==> src/rtl/ccip_if_pkg.sv <==
// CCI-P interface types: the subset of the platform channel structs this AFU exchanges
// with the FIU. Field names and ordering follow the platform package.
package ccip_if_pkg;

  localparam int CCIP_CLDATA_WIDTH   = 512;
  localparam int CCIP_MMIOADDR_WIDTH = 16;
  localparam int CCIP_TID_WIDTH      = 9;
  localparam int CCIP_MMIODATA_WIDTH = 64;
  localparam int CCIP_C0RX_HDR_WIDTH = 28;

  typedef logic [CCIP_CLDATA_WIDTH-1:0]   t_ccip_clData;
  typedef logic [CCIP_MMIOADDR_WIDTH-1:0] t_ccip_mmioAddr;
  typedef logic [CCIP_TID_WIDTH-1:0]      t_ccip_tid;
  typedef logic [CCIP_MMIODATA_WIDTH-1:0] t_ccip_mmioData;

  typedef struct packed {
    t_ccip_mmioAddr address;
    logic [1:0]     length;
    logic           rsvd;
    t_ccip_tid      tid;
  } t_ccip_c0_ReqMmioHdr;

  typedef struct packed {
    t_ccip_tid tid;
  } t_ccip_c2_RspMmioHdr;

  // Raw c0 header; its meaning depends on which valid is set.
  typedef logic [CCIP_C0RX_HDR_WIDTH-1:0] t_ccip_c0_RspHdr;

  typedef struct packed {
    t_ccip_c0_RspHdr hdr;
    t_ccip_clData    data;
    logic            rspValid;
    logic            mmioRdValid;
    logic            mmioWrValid;
  } t_if_ccip_c0_Rx;

  typedef struct packed {
    logic [27:0] hdr;
    logic        rspValid;
  } t_if_ccip_c1_Rx;

  typedef struct packed {
    logic           c0TxAlmFull;
    logic           c1TxAlmFull;
    t_if_ccip_c0_Rx c0;
    t_if_ccip_c1_Rx c1;
  } t_if_ccip_Rx;

  typedef struct packed {
    logic [73:0] hdr;
    logic        valid;
  } t_if_ccip_c0_Tx;

  typedef struct packed {
    logic [79:0]  hdr;
    t_ccip_clData data;
    logic         valid;
  } t_if_ccip_c1_Tx;

  typedef struct packed {
    t_ccip_c2_RspMmioHdr hdr;
    logic                mmioRdValid;
    t_ccip_mmioData      data;
  } t_if_ccip_c2_Tx;

  typedef struct packed {
    t_if_ccip_c0_Tx c0;
    t_if_ccip_c1_Tx c1;
    t_if_ccip_c2_Tx c2;
  } t_if_ccip_Tx;

endpackage

==> src/rtl/mmio_queue_pkg.sv <==
// Register map constants for the MMIO queue AFU: DFH, AFU_ID, channel layout and
// STATUS word bit positions.
package mmio_queue_pkg;

  localparam logic [15:0] DFH_ADDR   = 16'h0000;
  localparam logic [15:0] ID_L_ADDR  = 16'h0002;
  localparam logic [15:0] ID_H_ADDR  = 16'h0004;
  localparam logic [15:0] NEXT_ADDR  = 16'h0006;
  localparam logic [15:0] RSVD_ADDR  = 16'h0008;

  // AFU feature header: type AFU in [63:60], end-of-list at bit 40.
  localparam logic [63:0] AFU_DFH    = 64'h1000_0100_0000_0000;
  localparam logic [63:0] AFU_ID_L   = 64'h9A3F_5C21_7B04_E6D8;
  localparam logic [63:0] AFU_ID_H   = 64'h4D2C_81F0_36AB_5E97;

  localparam int          CH_STRIDE  = 4;
  localparam logic [15:0] DATA_OFS   = 16'h0000;
  localparam logic [15:0] STATUS_OFS = 16'h0002;

  localparam int ST_EMPTY_BIT  = 0;
  localparam int ST_FULL_BIT   = 1;
  localparam int ST_OVF_BIT    = 2;
  localparam int ST_UNF_BIT    = 3;
  localparam int ST_COUNT_LSB  = 8;

  function automatic logic [63:0] pack_status(input logic [7:0] count, input logic unf,
                                              input logic ovf, input logic full,
                                              input logic empty);
    logic [63:0] word;
    word = '0;
    word[ST_EMPTY_BIT] = empty;
    word[ST_FULL_BIT]  = full;
    word[ST_OVF_BIT]   = ovf;
    word[ST_UNF_BIT]   = unf;
    word[ST_COUNT_LSB +: 8] = count;
    return word;
  endfunction

endpackage

==> src/rtl/mmio_queue_ch.sv <==
// One queue channel: circular buffer with occupancy count and sticky overflow/underflow.
// Popped data appears on 'data' the cycle after 'pop' (0 when the pop hit an empty queue).
module mmio_queue_ch #(
  parameter int DEPTH = 8
) (
  input  logic                         clk,
  input  logic                         rst,
  input  logic                         push,
  input  logic [63:0]                  wr_data,
  input  logic                         pop,
  input  logic                         clr_flags,
  output logic [63:0]                  data,
  output logic [$clog2(DEPTH+1)-1:0]   count,
  output logic                         full,
  output logic                         empty,
  output logic                         ovf,
  output logic                         unf
);

  localparam int PTR_W = $clog2(DEPTH);
  localparam int CNT_W = $clog2(DEPTH+1);

  logic [63:0]      mem [DEPTH];
  logic [63:0]      data_reg;
  logic [PTR_W-1:0] wr_ptr_reg;
  logic [PTR_W-1:0] rd_ptr_reg;
  logic [CNT_W-1:0] count_reg;
  logic             ovf_reg;
  logic             unf_reg;
  logic             do_push;
  logic             do_pop;

  assign empty   = (count_reg == '0);
  assign full    = (count_reg == CNT_W'(DEPTH));
  assign do_pop  = pop && !empty;
  // A pop in the same cycle frees the slot, so a push onto a full queue still lands.
  assign do_push = push && (!full || do_pop);

  always_ff @(posedge clk or posedge rst) begin
    if (rst) begin
      wr_ptr_reg <= '0;
      rd_ptr_reg <= '0;
      count_reg  <= '0;
      ovf_reg    <= 1'b0;
      unf_reg    <= 1'b0;
    end else begin
      if (do_push) wr_ptr_reg <= wr_ptr_reg + PTR_W'(1);
      if (do_pop)  rd_ptr_reg <= rd_ptr_reg + PTR_W'(1);
      count_reg <= count_reg + CNT_W'(do_push) - CNT_W'(do_pop);
      if (clr_flags) begin
        ovf_reg <= 1'b0;
        unf_reg <= 1'b0;
      end
      if (push && !do_push) ovf_reg <= 1'b1;
      if (pop && empty)     unf_reg <= 1'b1;
    end
  end

  // Storage is left unreset so it maps onto block RAM; read-before-write on a shared slot.
  always_ff @(posedge clk) begin
    if (do_push) mem[wr_ptr_reg] <= wr_data;
    if (pop)     data_reg <= do_pop ? mem[rd_ptr_reg] : '0;
  end

  assign data  = data_reg;
  assign count = count_reg;
  assign ovf   = ovf_reg;
  assign unf   = unf_reg;

endmodule

==> src/rtl/mmio_queue_afu.sv <==
// CCI-P AFU exposing NUM_CH independent 64-bit FIFOs over MMIO: a write to DATA pushes,
// a read of DATA pops, STATUS reports occupancy and sticky error flags.
module mmio_queue_afu
  import ccip_if_pkg::*, mmio_queue_pkg::*;
#(
  parameter int          NUM_CH    = 2,
  parameter int          DEPTH     = 8,
  parameter logic [15:0] BASE_ADDR = 16'h0020
) (
  input  logic        clk,
  input  logic        rst,
  input  t_if_ccip_Rx rx,
  output t_if_ccip_Tx tx
);

  localparam int CNT_W = $clog2(DEPTH+1);
  localparam int CH_W  = (NUM_CH > 1) ? $clog2(NUM_CH) : 1;

  t_ccip_c0_ReqMmioHdr mmio_hdr;
  logic                rd_req;
  logic                wr_req;
  logic [15:0]         addr;
  logic [63:0]         wr_data;

  assign mmio_hdr = t_ccip_c0_ReqMmioHdr'(rx.c0.hdr);
  assign rd_req   = rx.c0.mmioRdValid;
  assign wr_req   = rx.c0.mmioWrValid;
  assign addr     = mmio_hdr.address;
  assign wr_data  = rx.c0.data[63:0];

  logic [NUM_CH-1:0] hit_data;
  logic [NUM_CH-1:0] hit_status;
  logic [NUM_CH-1:0] ch_push;
  logic [NUM_CH-1:0] ch_pop;
  logic [NUM_CH-1:0] ch_clr;
  logic [NUM_CH-1:0] ch_full;
  logic [NUM_CH-1:0] ch_empty;
  logic [NUM_CH-1:0] ch_ovf;
  logic [NUM_CH-1:0] ch_unf;
  logic [63:0]       ch_data     [NUM_CH];
  logic [CNT_W-1:0]  ch_count    [NUM_CH];
  logic [63:0]       status_word [NUM_CH];

  genvar gi;
  generate
    for (gi = 0; gi < NUM_CH; gi++) begin : g_ch
      assign hit_data[gi]   = (addr == BASE_ADDR + 16'(CH_STRIDE * gi) + DATA_OFS);
      assign hit_status[gi] = (addr == BASE_ADDR + 16'(CH_STRIDE * gi) + STATUS_OFS);
      assign ch_push[gi]    = wr_req && hit_data[gi];
      assign ch_pop[gi]     = rd_req && hit_data[gi];
      assign ch_clr[gi]     = wr_req && hit_status[gi];
      // Count is reported in an 8-bit field; with DEPTH=256 a full queue shows 0 plus full=1.
      assign status_word[gi] = pack_status(8'(ch_count[gi]), ch_unf[gi], ch_ovf[gi],
                                           ch_full[gi], ch_empty[gi]);

      mmio_queue_ch #(
        .DEPTH(DEPTH)
      ) u_ch (
        .clk      (clk),
        .rst      (rst),
        .push     (ch_push[gi]),
        .wr_data  (wr_data),
        .pop      (ch_pop[gi]),
        .clr_flags(ch_clr[gi]),
        .data     (ch_data[gi]),
        .count    (ch_count[gi]),
        .full     (ch_full[gi]),
        .empty    (ch_empty[gi]),
        .ovf      (ch_ovf[gi]),
        .unf      (ch_unf[gi])
      );
    end
  endgenerate

  // Non-queue read data is captured here; queue data comes from the channel's read register.
  logic [63:0]     csr_next;
  logic            from_ch_next;
  logic [CH_W-1:0] ch_next;

  always_comb begin
    csr_next     = '0;
    from_ch_next = 1'b0;
    ch_next      = '0;
    case (addr)
      DFH_ADDR:  csr_next = AFU_DFH;
      ID_L_ADDR: csr_next = AFU_ID_L;
      ID_H_ADDR: csr_next = AFU_ID_H;
      default:   csr_next = '0;
    endcase
    for (int c = 0; c < NUM_CH; c++) begin
      if (hit_data[c]) begin
        from_ch_next = 1'b1;
        ch_next      = CH_W'(c);
      end
      if (hit_status[c]) csr_next = status_word[c];
    end
  end

  logic            resp_valid_reg;
  t_ccip_tid       resp_tid_reg;
  logic [63:0]     resp_csr_reg;
  logic            resp_from_ch_reg;
  logic [CH_W-1:0] resp_ch_reg;

  always_ff @(posedge clk or posedge rst) begin
    if (rst) begin
      resp_valid_reg   <= 1'b0;
      resp_tid_reg     <= '0;
      resp_csr_reg     <= '0;
      resp_from_ch_reg <= 1'b0;
      resp_ch_reg      <= '0;
    end else begin
      resp_valid_reg <= rd_req;
      if (rd_req) begin
        resp_tid_reg     <= mmio_hdr.tid;
        resp_csr_reg     <= csr_next;
        resp_from_ch_reg <= from_ch_next;
        resp_ch_reg      <= ch_next;
      end
    end
  end

  always_comb begin
    tx                 = '0;
    tx.c2.mmioRdValid  = resp_valid_reg;
    tx.c2.hdr.tid      = resp_tid_reg;
    if (resp_valid_reg) begin
      tx.c2.data = resp_from_ch_reg ? ch_data[resp_ch_reg] : resp_csr_reg;
    end
  end

  logic unused_rx_bits;
  assign unused_rx_bits = ^{rx.c0TxAlmFull, rx.c1TxAlmFull, rx.c1, rx.c0.rspValid,
                            rx.c0.data[511:64], mmio_hdr.length, mmio_hdr.rsvd, NEXT_ADDR,
                            RSVD_ADDR};

endmodule
==> config.mk <==
export PLATFORM = sky130hd
export DESIGN_NAME = mmio_queue_afu
export DESIGN_NICKNAME = d
export VERILOG_FILES = /design/src/rtl/ccip_if_pkg.sv /design/src/rtl/mmio_queue_pkg.sv /design/src/rtl/mmio_queue_ch.sv /design/src/rtl/mmio_queue_afu.sv
export SDC_FILE = /design/constraint.sdc
export NUM_CORES = 1
export LEC_CHECK = 0
export ABC_AREA = 1
export CAP_MARGIN = 5
export CORE_AREA = 4 4 510 512
export CTS_BUF_LIST = sky130_fd_sc_hd__clkbuf_4
export DETAILED_ROUTE_END_ITERATION = 12
export DIE_AREA = 0 0 514 516
export GPL_TIMING_DRIVEN = 0
export PLACE_DENSITY = 0.36
export SKIP_LAST_GASP = 1
export SLEW_MARGIN = 15
export SYNTH_ARGS = -nofsm -noshare
export SYNTH_HDL_FRONTEND = slang
export SYNTH_SLANG_ARGS = --single-unit
==> constraint.sdc <==
create_clock -name clk -period 10.8 [get_ports clk]
set_clock_uncertainty 0.1 [all_clocks]
set_input_delay 2.16 -clock clk [delete_from_list [all_inputs] [get_ports clk]]
set_output_delay 2.16 -clock clk [all_outputs]
set_load 0.05 [all_outputs]
After elaboration in Yosys (flattened, before gate mapping)
Memory sizes are Yosys's and may differ from the RTL's. A register that Yosys moved wholly into a read port is not among the register bits.
Index checks and enable logic that the tools add are counted.
{"block": "word_totals", "ramBits": 1024, "mem_count": 2, "reg_bits": 100, "wordCells": 87, "out_inout_bits": 742}
{"memory": "g_ch[0].u_ch.mem", "words": 8, "width": 64, "rd": 1, "rd_ports_with_merged_regs": 1, "wr": 1, "line_no": "mmio_queue_ch.sv:23", "text": "logic [63:0] mem [DEPTH];"}
{"memory": "g_ch[1].u_ch.mem", "words": 8, "width": 64, "rd": 1, "rd_ports_with_merged_regs": 1, "wr": 1, "line_no": "mmio_queue_ch.sv:23"}
{"block": "classes", "addsub": 8, "n_reduce_logical": 31, "n_eq_ne": 8, "bitwise": 1, "muxes": 21, "order_cmp": 1}
{"cell": "two-way mux 64 bit", "count": 7}
{"cell": "one-hot mux 64 bit (3 select lines)", "count": 1}
{"cell": "equality test 16 x 6 -> 1 bit (second input constant)", "count": 4}
{"cell": "equality test 16 x 2 -> 1 bit (second input constant)", "count": 1}
{"cell": "equality test 16 x 3 -> 1 bit (second input constant)", "count": 1}
{"cell": "zero test 16 bit", "count": 1}
{"cell": "logical AND 1 bit", "count": 14}
{"cell": "two-way mux 1 bit", "count": 13}
{"cell": "adder 3 x 1 -> 3 bit (second input constant)", "count": 4}
{"cell": "adder 4 x 1 -> 4 bit", "count": 2}
{"cell": "equality test 4 bit (second input constant)", "count": 2}
{"cell": "zero test 1 bit", "count": 8}
{"cell": "zero test 4 bit", "count": 2}
{"cell": "nonzero test 2 bit", "count": 4}
{"cell": "subtractor 4 x 1 -> 4 bit", "count": 2}
{"cell": "greater-or-equal comparator 2 bit (second input constant)", "count": 1}
{"cell": "logical OR 1 bit", "count": 2}
{"cell": "inverter 1 -> 2 bit", "count": 1}

Longest topological paths before layout
Gate-level depths: netlist (run 1).
{"block": "logic_depth", "ltp_word": 8, "mapped_depth": 12}

Modules after synthesis
A second synthesis (run 1) with hierarchy kept.
{"block": "hier_totals", "hier_cells": 5867, "hier_area_um2": 57854.2}
{"mod": "mmio_queue_ch", "area_each_um2": 25127.8, "instances": 2, "cells_each": 2369}
{"mod": "mmio_queue_afu", "area_each_um2": 7598.5, "instances": 1, "cells_each": 1129}

Worst setup path before layout (run 1)
No wires, ideal clock.
{"block": "synth_timing", "path_type": "in2reg", "start": "input rx[563] (netlist bit)", "end": "memory g_ch[1].u_ch.mem[0][0] (enable)", "path_stages": 7, "path_buffers": 0, "arrival_ns": 5.732, "setup_time_ns": 0.487, "setup_slack_ns": 4.481, "path_cell_list": "nor2_1 -> nand2_1 -> nor2_1 -> nand2_1 -> nor2_1 -> nand3_1 -> nor2_1"}
{"block": "synth_via", "elab_chain_len": 7, "elab_cells_between_ends": 8, "classes_between": "eq/ne (1); mux (2); reduce/logical (5)"}
{"item": "start, declared", "line_no": "mmio_queue_afu.sv:12", "text": "input t_if_ccip_Rx rx,"}
{"item": "equality test 16 x 6 -> 1 bit *", "line_no": "mmio_queue_afu.sv:47", "text": "assign hit_data[gi] = (addr == BASE_ADDR + 16'(CH_STRIDE * gi) + DATA_OFS);"}
{"item": "logical AND 1 bit", "line_no": "mmio_queue_afu.sv:50", "text": "assign ch_pop[gi] = rd_req && hit_data[gi];"}
{"item": "logical AND 1 bit", "line_no": "mmio_queue_ch.sv:35", "text": "assign do_pop = pop && !empty;"}
{"item": "logical OR 1 bit", "line_no": "mmio_queue_ch.sv:37", "text": "assign do_push = push && (!full || do_pop);"}
{"item": "logical AND 1 bit *", "line_no": "mmio_queue_ch.sv:37"}
{"item": "two-way mux 1 bit *", "line_no": "mmio_queue_ch.sv:61", "text": "if (do_push) mem[wr_ptr_reg] <= wr_data;"}
{"item": "two-way mux 1 bit (implied by the code) *", "line_no": "mmio_queue_ch.sv:61"}
{"item": "end, declared", "line_no": "mmio_queue_ch.sv:23"}
Mark *: on every way between the ends. The rest lies on a longest branch, timed or not.

==> results of run 1 <==
path summary, 6_finish.rpt:
path,startpoint,end,cells past startpoint
setup / recovery,resp_ch_reg$_DFFE_PP0P_,tx[54],6
hold / removal,resp_csr_reg[1]$_DFFE_PP0P_,resp_csr_reg[1]$_DFFE_PP0P_,2
setup reg to reg,g_ch[0].u_ch.count[2]$_DFF_PP0_,g_ch[0].u_ch.mem[6][15]$_DFFE_PP_,9
hold reg to reg,resp_csr_reg[1]$_DFFE_PP0P_,resp_csr_reg[1]$_DFFE_PP0P_,2
max in group asynchronous,rst,g_ch[1].u_ch.wr_ptr_reg[2]$_DFFE_PP0P_,3
min in group asynchronous,rst,resp_tid_reg[5]$_DFFE_PP0P_,2
synth_stat cells, drive strengths merged:
cell type | count | area share [%]
o22ai | 129 | 1.5
clkbuf | 160 | 1.1
nand2 | 375 | 2.7
xnor2 | 4 | 0.067
ha | 16 | 0.38
nor3b | 2 | 0.029
o21ai | 709 | 6.8
nand3b | 1 | 0.014
dfrtp | 49 | 2.3
nor3 | 11 | 0.11
nand4 | 3 | 0.036
inv | 42 | 0.30
a21oi | 193 | 1.9
xor2 | 4 | 0.067
nor2 | 787 | 5.7
nand3 | 35 | 0.33
buf | 755 | 11
fa | 2 | 0.076
conb | 1 | 0.0072
edfxtp | 1152 | 66
clkinv | 2 | 0.014
o211ai | 1 | 0.014
per-stage QoR:
stage | hold WS (ns) | setup slack [ns] | setup TNS, ns
detailed placement | 0.362 | 3.96 | 0
CTS | 0.378 | 2.64 | 0
finish | 0.374 | 2.92 | 0
global placement | 0.360 | -1.26 | -610.06
floorplan | 0.344 | 4.48 | 0
global route | 0.391 | 2.77 | 0
power groups by stage:
stage / Clock, mW / Combinational [mW] / Sequential, mW
after floorplan: 0 / 0.716 / 5.21
after global placement: 0 / 0.863 / 5.20
after detailed placement: 0 / 0.867 / 5.20
after CTS: 4.43 / 0.867 / 5.11
after global routing: 4.70 / 0.926 / 5.10
final: 4.27 / 0.884 / 5.11
cell type report:
| cell class | count | area, µm² | share of cell area, % |
|---|---|---|---|
| tap | 3384 | 4230 | 6.36 |
| sequential | 1201 | 35800 | 53.8 |
| inverter | 44 | 170 | 0.256 |
| multi-input combinational | 2940 | 12900 | 19.4 |
| clock inverter | 76 | 370 | 0.556 |
| timing repair buffer | 223 | 2920 | 4.39 |
| antenna | 12 | 30.0 | 0.0451 |
| clock buffer | 527 | 3960 | 5.94 |
| buffer | 915 | 6140 | 9.23 |
per-layer routing:
layer,global-route usage [%],share of wire [%],up-vias
met4,4.65,2.6,22
met3,4.06,7.9,335
met2,23.5,47,1466
met1,18.0,42,17400
li1,-,-,17000
met5,0,0.068,-
cell families (layout without fill, tap and decap cells):
group	after synthesis	after routing	share of synthesized area [%]
buf+inv	959	1785	12.0
flops	1201	1201	68.4
compound gates	1032	1032	10.2
other cells	1	680	0.00716
xor+xnor	8	8	0.134
simple gates	1214	1214	8.86
fa+ha+maj	18	18	0.458
critical path: cells and delay by family, from the launching register on:
family                 cells  cell delay, ns
buffers and inverters      4            2.95
DFF                        1            0.46
and+or+nand+nor            2            0.93
==> flow_metrics.tcl, run 1 <==
set metrics [dict create \
    power_leakage_nw 25.0 \
    gp_congestion 0.754 \
    worstMarginPinSlew_ns 1.28 \
    ys_ff_latch 1201 \
    io_buffers 166 \
    crit_top_cell "clkbuf_1" \
    end_kind "primary output" \
    ff2ff_setup_slack_ns 6.84 \
    synth.distinct_cells 31 \
    final_cell_mix "edfxtp_1, nor2_1, buf_4" \
    cts_resized 0 \
    detail-route-antenna-nets 0 \
    outcome "complete, no violations" \
    rows 186 \
    dp_hpwl_mm 142 \
    comb_power_share_pct 8.6 \
    antenna_found_initial 45 \
    critPathMaxFanout 10 \
    slew_headroom_pct 14.8 \
    initial_utilization_pct 20.5 \
    drive_above_1_share_pct 23.0 \
    netlist_instances 4433 \
    finalMaxSlewViolations 0 \
    first_pass_iters 6 \
    p_clk_share_pct 41.6 \
    largest_reg_flops 1024 \
    hold_viol_final 0 \
    switching_power_mw 2.67 \
    final_common_cell "edfxtp_1" \
    power_mw 10.3 \
    p_sw_share_pct 26.0 \
    coreArea_um2 256000 \
    syn_avg_cell_area_um2 11.8 \
    seqPwrFrac_pct 49.8 \
    hold_buffers 0 \
    final_area_um2 66600 \
    grt_use_total_pct 14.3 \
    clkSinkCount 1201 \
    place_area_um2 62200 \
    clkLatencyLatePin_ns 1.30 \
    instances_no_fill 9322 \
    setup_viol 0 \
    dpl.cell_count 8707 \
    io-pin-count 1318 \
    hp-class "reg2reg" \
    wl_per_cell_um 21.2 \
    grt-ovfl-total 0 \
    die-area_um2 265000 \
    grt_pass1_wl_mm 269 \
    dieWidth_um 514 \
    drc 0 \
    drt_iter0_drc 2449 \
    clk_pin_slew_ns 0.06 \
    critPathMaxStageDelay_ns 0.97 \
    grt_max_degree 49 \
    layout_min_cycle_time_ns 7.88 \
    drv_cap 0 \
    synth_area_um2 52400 \
    area_growth_pct 27.0 \
    cts_tree "built" \
    timing.final.crit_share_pct 73.0 \
    die-height_um 516 \
    cts_setup_buffers 0 \
    arrival_ns 5.62 \
    vias_per_cell 3.89 \
    yosysSeqAreaShare_pct 68.4 \
    h-tree-depth 5 \
    rsz0062_at_grt "false" \
    intPower_mw 7.59 \
    setup.worst_path.start_class "register" \
    final_core_util_pct 26.0 \
    cts-root-buf "clkbuf_4" \
    fin_nets 6280 \
    nFillCells 27200 \
    cts_buffer_depth 4 \
    crit_chain "inv_1, clkbuf_1, clkbuf_1, nor2_1, nor3_1, clkdlybuf4s50_1" \
    tritoncts.num_buffers 361 \
    cp_slowest_cell "clkdlybuf4s50_1" \
    yosysWarnings 0 \
    finalWirelength_mm 198 \
    max-vdd-ir-drop_mv 0.102 \
    power_density_nw_per_um2 154 \
    vias 36300 \
    path_class "reg2out" \
    worstPathRequired_ns 8.54 \
    fmax_ghz 0.127 \
    first_global_vias 35100 \
]
(Power assumes the default switching activity.)
==> inputs of run 2 (changes only) <==
--- a/config.mk
+++ b/config.mk
@@ -7,12 +7,12 @@
 export LEC_CHECK = 0
 export ABC_AREA = 1
 export CAP_MARGIN = 5
-export CORE_AREA = 4 4 510 512
+export CORE_AREA = 4 4 516 518
 export CTS_BUF_LIST = sky130_fd_sc_hd__clkbuf_4
 export DETAILED_ROUTE_END_ITERATION = 12
-export DIE_AREA = 0 0 514 516
+export DIE_AREA = 0 0 520 522
 export GPL_TIMING_DRIVEN = 0
-export PLACE_DENSITY = 0.36
+export PLACE_DENSITY = 0.37
 export SKIP_LAST_GASP = 1
 export SLEW_MARGIN = 15
 export SYNTH_ARGS = -nofsm -noshare
==> constraint.sdc (replaced) <==
create_clock -name clk -period 6.9 [get_ports clk]
set_clock_uncertainty 0.1 [all_clocks]
set_input_delay 1.38 -clock clk [delete_from_list [all_inputs] [get_ports clk]]
set_output_delay 1.38 -clock clk [all_outputs]
set_load 0.05 [all_outputs]
==> run 2 against run 1 <==
  * First-iteration DRC count grew 13%
  * Count of clock-buffer cells in the layout grew 11
  * Final cell count grew 1.4%
  * Worst setup slack lost 2.7 ns
  * Sequential cell count is the same
  * Clock power grew 56%
  * Non-clock buffer count shrank 1
  * Routed wire length shrank 0.84%
==> flow_metrics.tcl, run 2 (synthesized netlist as in run 1, its figures left out) <==
set metrics [dict create \
    outcome "complete, no violations" \
    h-tree-depth 5 \
    fin_nets 6278 \
    dieWidth_um 520 \
    io-pin-count 1318 \
    clkSinkCount 1201 \
    layout_min_cycle_time_ns 6.68 \
    grt-ovfl-total 0 \
    drt_iter0_drc 2761 \
    antenna_found_initial 45 \
    reg2reg_from "g_ch[0].u_ch.count[2]$_DFF_PP0_" \
    drv_cap 0 \
    power_density_nw_per_um2 241 \
    gp_congestion 0.758 \
    vias 36300 \
    clk_pin_slew_ns 0.07 \
    worstMarginPinSlew_ns 1.17 \
    wl_per_cell_um 20.8 \
    grt_max_degree 50 \
    tritoncts.num_buffers 360 \
    detail-route-antenna-nets 0 \
    fmax_ghz 0.150 \
    crit_end "tx[59]" \
    critPathMaxFanout 11 \
    cts-root-buf "clkbuf_4" \
    drive_above_1_share_pct 23.3 \
    drc 0 \
    finalMaxSlewViolations 0 \
    power_mw 16.1 \
    worstPathRequired_ns 5.42 \
    clkLatencyLatePin_ns 1.28 \
    grt_pass1_wl_mm 270 \
    initial_utilization_pct 20.0 \
    ff2ff_setup_slack_ns 2.99 \
    rows 188 \
    hold_viol_final 0 \
    setup.worst_path.start_class "register" \
    r2r_end "g_ch[0].u_ch.mem[6][29]$_DFFE_PP_" \
    cts_buffer_depth 4 \
    setup_tns_ns 0 \
    final_area_um2 66700 \
    area_growth_pct 27.3 \
    place_area_um2 62300 \
    reg2reg_depth 9 \
    io_buffers 166 \
    finalWirelength_mm 196 \
    setup_viol 0 \
    end_kind "primary output" \
    first_global_vias 35400 \
    final_cell_mix "edfxtp_1, nor2_1, buf_4" \
    power_leakage_nw 25.0 \
    largest_reg_flops 1024 \
    final_common_cell "edfxtp_1" \
    dp_hpwl_mm 141 \
    slew_headroom_pct 21.9 \
    hp-class "reg2reg" \
    vias_per_cell 3.84 \
    max-vdd-ir-drop_mv 0.166 \
    path_class "reg2out" \
    grt_use_total_pct 13.9 \
    die-height_um 522 \
    coreArea_um2 262000 \
    startpoint "resp_ch_reg$_DFFE_PP0P_" \
    die-area_um2 271000 \
    cts_tree "built" \
    first_pass_iters 5 \
    timing.final.crit_share_pct 96.8 \
    cts_setup_buffers 0 \
    arrival_ns 5.20 \
    nFillCells 27900 \
]
[run 2: changes by cell type in the layout (fill, tap and decap cells not counted), sizes merged]
cell and change:
diode +3, buf -4, clkdlybuf4s50 +1, clkdlybuf4s15 +1, clkinvlp -1, clkinv -16
clkbuf +12
[run 2: repair_timing]
item / 4_1_cts / 5_1_grt
endpoints found under the setup margin: 12 / 0
hold buffers: 0 / 0
resized for setup: 5 / 0
[run 2: critical path: stages, from the launching register on]
cell             delay (ns)
dfrtp_1                0.48
clkbuf_2               0.52
clkdlybuf4s15_1        0.90
nor2_1                 0.12
nor2_1                 0.13
o21ai_0                0.33
a21oi_1                0.51
clkdlybuf4s50_1        0.89
[run 2: layout make-up]
type | count | area [µm²] | area share (%)
Sequential cell | 1201 | 35800 | 53.7
Multi-Input combinational cell | 2940 | 12900 | 19.4
Buffer | 915 | 6150 | 9.22
Tap cell | 3515 | 4400 | 6.59
Clock buffer | 538 | 4040 | 6.05
Timing Repair Buffer | 222 | 2880 | 4.31
Clock inverter | 59 | 304 | 0.456
Inverter | 44 | 170 | 0.255
Antenna cell | 15 | 37.5 | 0.0563
[run 2: how the worst min path moves through the flow]
| stage | start | depth (start not counted) | end | slack, ns |
|---|---|---|---|---|
| 2_1_floorplan | resp_csr_reg[2]$_DFFE_PP0P_ | 2 | resp_csr_reg[2]$_DFFE_PP0P_ | 0.34 |
| 3_3_place_gp | resp_tid_reg[6]$_DFFE_PP0P_ | 2 | resp_tid_reg[6]$_DFFE_PP0P_ | 0.36 |
| 3_5_place_dp | resp_csr_reg[3]$_DFFE_PP0P_ | 2 | resp_csr_reg[3]$_DFFE_PP0P_ | 0.37 |
| 4_1_cts | rst | 3 | resp_tid_reg[4]$_DFFE_PP0P_ | 0.38 |
| 5_1_grt | resp_tid_reg[5]$_DFFE_PP0P_ | 2 | resp_tid_reg[5]$_DFFE_PP0P_ | 0.41 |
| 6_report | resp_tid_reg[5]$_DFFE_PP0P_ | 2 | resp_tid_reg[5]$_DFFE_PP0P_ | 0.38 |
[run 2: through the flow]
stage | utilization, % | worst slack [ns] | cells | hold WS [ns]
after CTS | 25.5 | 0.0912 | 9434 | 0.380
final | 25.5 | 0.217 | 9449 | 0.377
after global placement | 23.3 | -4.03 | 8781 | 0.362
after detailed placement | 23.8 | 0.968 | 8837 | 0.367
after floorplan | - | 1.36 | 5100 | 0.344
after global routing | 25.5 | -0.00367 | 9442 | 0.409
[run 2: power breakdown]
group / internal (mW) / switching (mW) / leakage (nW) / total [mW]
clock: 3.62 / 3.06 / 2.62 / 6.68
combinational: 0.329 / 1.05 / 11.0 / 1.38
sequential: 7.98 / 0.00879 / 11.3 / 7.99
[run 2: per-layer routing]
layer / track usage (%) / part of all wire [%]
met5: 0 / 0.071
met1: 17.4 / 42
met2: 22.9 / 47
met3: 4.02 / 7.7
met4: 4.64 / 2.8
==> inputs of run 3 (changes only) <==
--- a/config.mk
+++ b/config.mk
@@ -7,12 +7,12 @@
 export LEC_CHECK = 0
 export ABC_AREA = 1
 export CAP_MARGIN = 5
-export CORE_AREA = 4 4 516 518
+export CORE_AREA = 4 4 507 509
 export CTS_BUF_LIST = sky130_fd_sc_hd__clkbuf_4
 export DETAILED_ROUTE_END_ITERATION = 12
-export DIE_AREA = 0 0 520 522
+export DIE_AREA = 0 0 511 513
 export GPL_TIMING_DRIVEN = 0
-export PLACE_DENSITY = 0.37
+export PLACE_DENSITY = 0.38
 export SKIP_LAST_GASP = 1
 export SLEW_MARGIN = 15
 export SYNTH_ARGS = -nofsm -noshare
==> run 3 against run 2 <==
  * Via count fell by 0.55%
  * Cell area fell by 0.69%
  * Count of clock-buffer cells in the layout fell by 18
  * Clock power fell by 3.3%
  * Sequential share of layout area rose by 0.37 points
  * Non-clock buffer count fell by 4
  * Total power fell by 1.4%
  * Utilization rose by 0.68 points
==> flow_metrics.tcl, run 3 (synthesized netlist as in run 1, its figures left out) <==
set metrics [dict create \
    outcome "complete, no violations" \
    setup.worst_path.start_class "register" \
    drv_cap 0 \
    grt_use_total_pct 14.1 \
    cts_buffer_depth 4 \
    final_cell_mix "edfxtp_1, nor2_1, buf_4" \
    critPathMaxFanout 10 \
    antenna_found_initial 50 \
    hold_viol_final 0 \
    worstPathRequired_ns 5.42 \
    clk_pin_slew_ns 0.07 \
    fin_nets 6273 \
    finalWirelength_mm 192 \
    cts-root-buf "clkbuf_4" \
    dp_hpwl_mm 138 \
    largest_reg_flops 1024 \
    rows 185 \
    arrival_ns 5.22 \
    vias_per_cell 3.89 \
    first_global_vias 35100 \
    end_kind "primary output" \
    initial_utilization_pct 20.7 \
    final_common_cell "edfxtp_1" \
    power_mw 15.8 \
    io-pin-count 1318 \
    io_buffers 166 \
    clkLatencyLatePin_ns 1.27 \
    rsz0062_at_grt "false" \
    setup_viol 0 \
    first_pass_iters 5 \
    grt_pass1_wl_mm 265 \
    grt-ovfl-total 0 \
    vias 36100 \
    clkSinkCount 1201 \
    wl_per_cell_um 20.7 \
    die-height_um 513 \
    cts_tree "built" \
    power_density_nw_per_um2 239 \
    fmax_ghz 0.149 \
    h-tree-depth 5 \
    coreArea_um2 253000 \
    die-area_um2 262000 \
    dieWidth_um 511 \
    tritoncts.num_buffers 359 \
    finalMaxSlewViolations 0 \
    slew_headroom_pct 16.8 \
    final_area_um2 66300 \
    drt_iter0_drc 2788 \
    layout_min_cycle_time_ns 6.70 \
    gp_congestion 0.762 \
    max-vdd-ir-drop_mv 0.162 \
    worstMarginPinSlew_ns 1.24 \
    ff2ff_setup_slack_ns 3.06 \
    timing.final.crit_share_pct 97.0 \
    drive_above_1_share_pct 23.1 \
    hp-class "reg2reg" \
    place_area_um2 62100 \
    power_leakage_nw 24.8 \
    path_class "reg2out" \
    area_growth_pct 26.5 \
    grt_max_degree 35 \
    drc 0 \
    detail-route-antenna-nets 0 \
]
[run 3: cell count changes in the layout (fill, tap and decap cells not counted), sizes merged]
cell,previous run,this run
clkbuf,699,681
clkdlybuf4s50,164,161
inv,45,48
bufinv,3,1
clkdlybuf4s15,1,0
[run 3: final timing paths]
path,startpoint,endpoint,cells past startpoint
min in group asynchronous,rst,resp_tid_reg[2]$_DFFE_PP0P_,2
setup reg to reg,g_ch[0].u_ch.count[3]$_DFF_PP0_,g_ch[0].u_ch.mem[6][29]$_DFFE_PP_,9
setup / recovery,resp_ch_reg$_DFFE_PP0P_,tx[62],7
hold reg to reg,resp_tid_reg[1]$_DFFE_PP0P_,resp_tid_reg[1]$_DFFE_PP0P_,2
hold / removal,resp_tid_reg[1]$_DFFE_PP0P_,resp_tid_reg[1]$_DFFE_PP0P_,2
max in group asynchronous,rst,g_ch[1].u_ch.rd_ptr_reg[2]$_DFFE_PP0P_,3
[run 3: cell type report]
cell class / count / area [µm²]
diodes: 15 / 37.5
plain buffers: 913 / 6130
clock buffers: 520 / 3900
clock inverters: 60 / 256
fillers: 26800 / 187000
inverters: 44 / 170
multi-input cells: 2940 / 12900
flip-flops and latches: 1201 / 35800
well taps: 3366 / 4210
repair buffers: 220 / 2810
[run 3: critical path: stages (launching register included)]
cell and delay [ns]:
dfrtp_1 0.44, clkbuf_1 0.79, buf_2 0.65, nor2_1 0.19, nor2_1 0.12, o21ai_0 0.34
a21oi_1 0.50, clkdlybuf4s50_1 0.89
[run 3: what timing repair did]
| item | in CTS | in global routing |
|---|---|---|
| pin swaps | 0 | 0 |
| gates resized for setup | 1 | 1 |
| endpoints found under the hold margin | 0 | 0 |
| cloned | 0 | 0 |
| endpoints found under the setup margin | 34 | 1 |
| setup buffers | 0 | 0 |
| hold buffers | 0 | 0 |
[run 3: routing by layer]
layer  vias to the layer above  part of all wire, %  global-route usage, %
met1                     17300                   42                   17.6
met2                      1458                   47                   23.2
met4                        28                  2.2                   3.86
li1                      17000                    -                      -
met3                       265                  8.5                   4.75
met5                         -                0.091                      0
[run 3: metrics by stage]
step                cells  setup TNS (ns)  hold slack [ns]  worst slack, ns  utilization [%]
floorplan            5100               0            0.344             1.36                -
global placement     8632        -3664.84            0.362            -3.95             24.0
detailed placement   8686               0            0.362             1.05             24.5
CTS                  9264               0            0.366           0.0419             26.2
global route         9267               0            0.398           0.0132             26.2
finish               9279               0            0.374            0.204             26.2
[run 3: power breakdown]
part,total (mW),switching (mW),internal (mW)
combinational,1.38,1.05,0.327
sequential,7.99,0.00824,7.98
clock,6.46,3.02,3.44
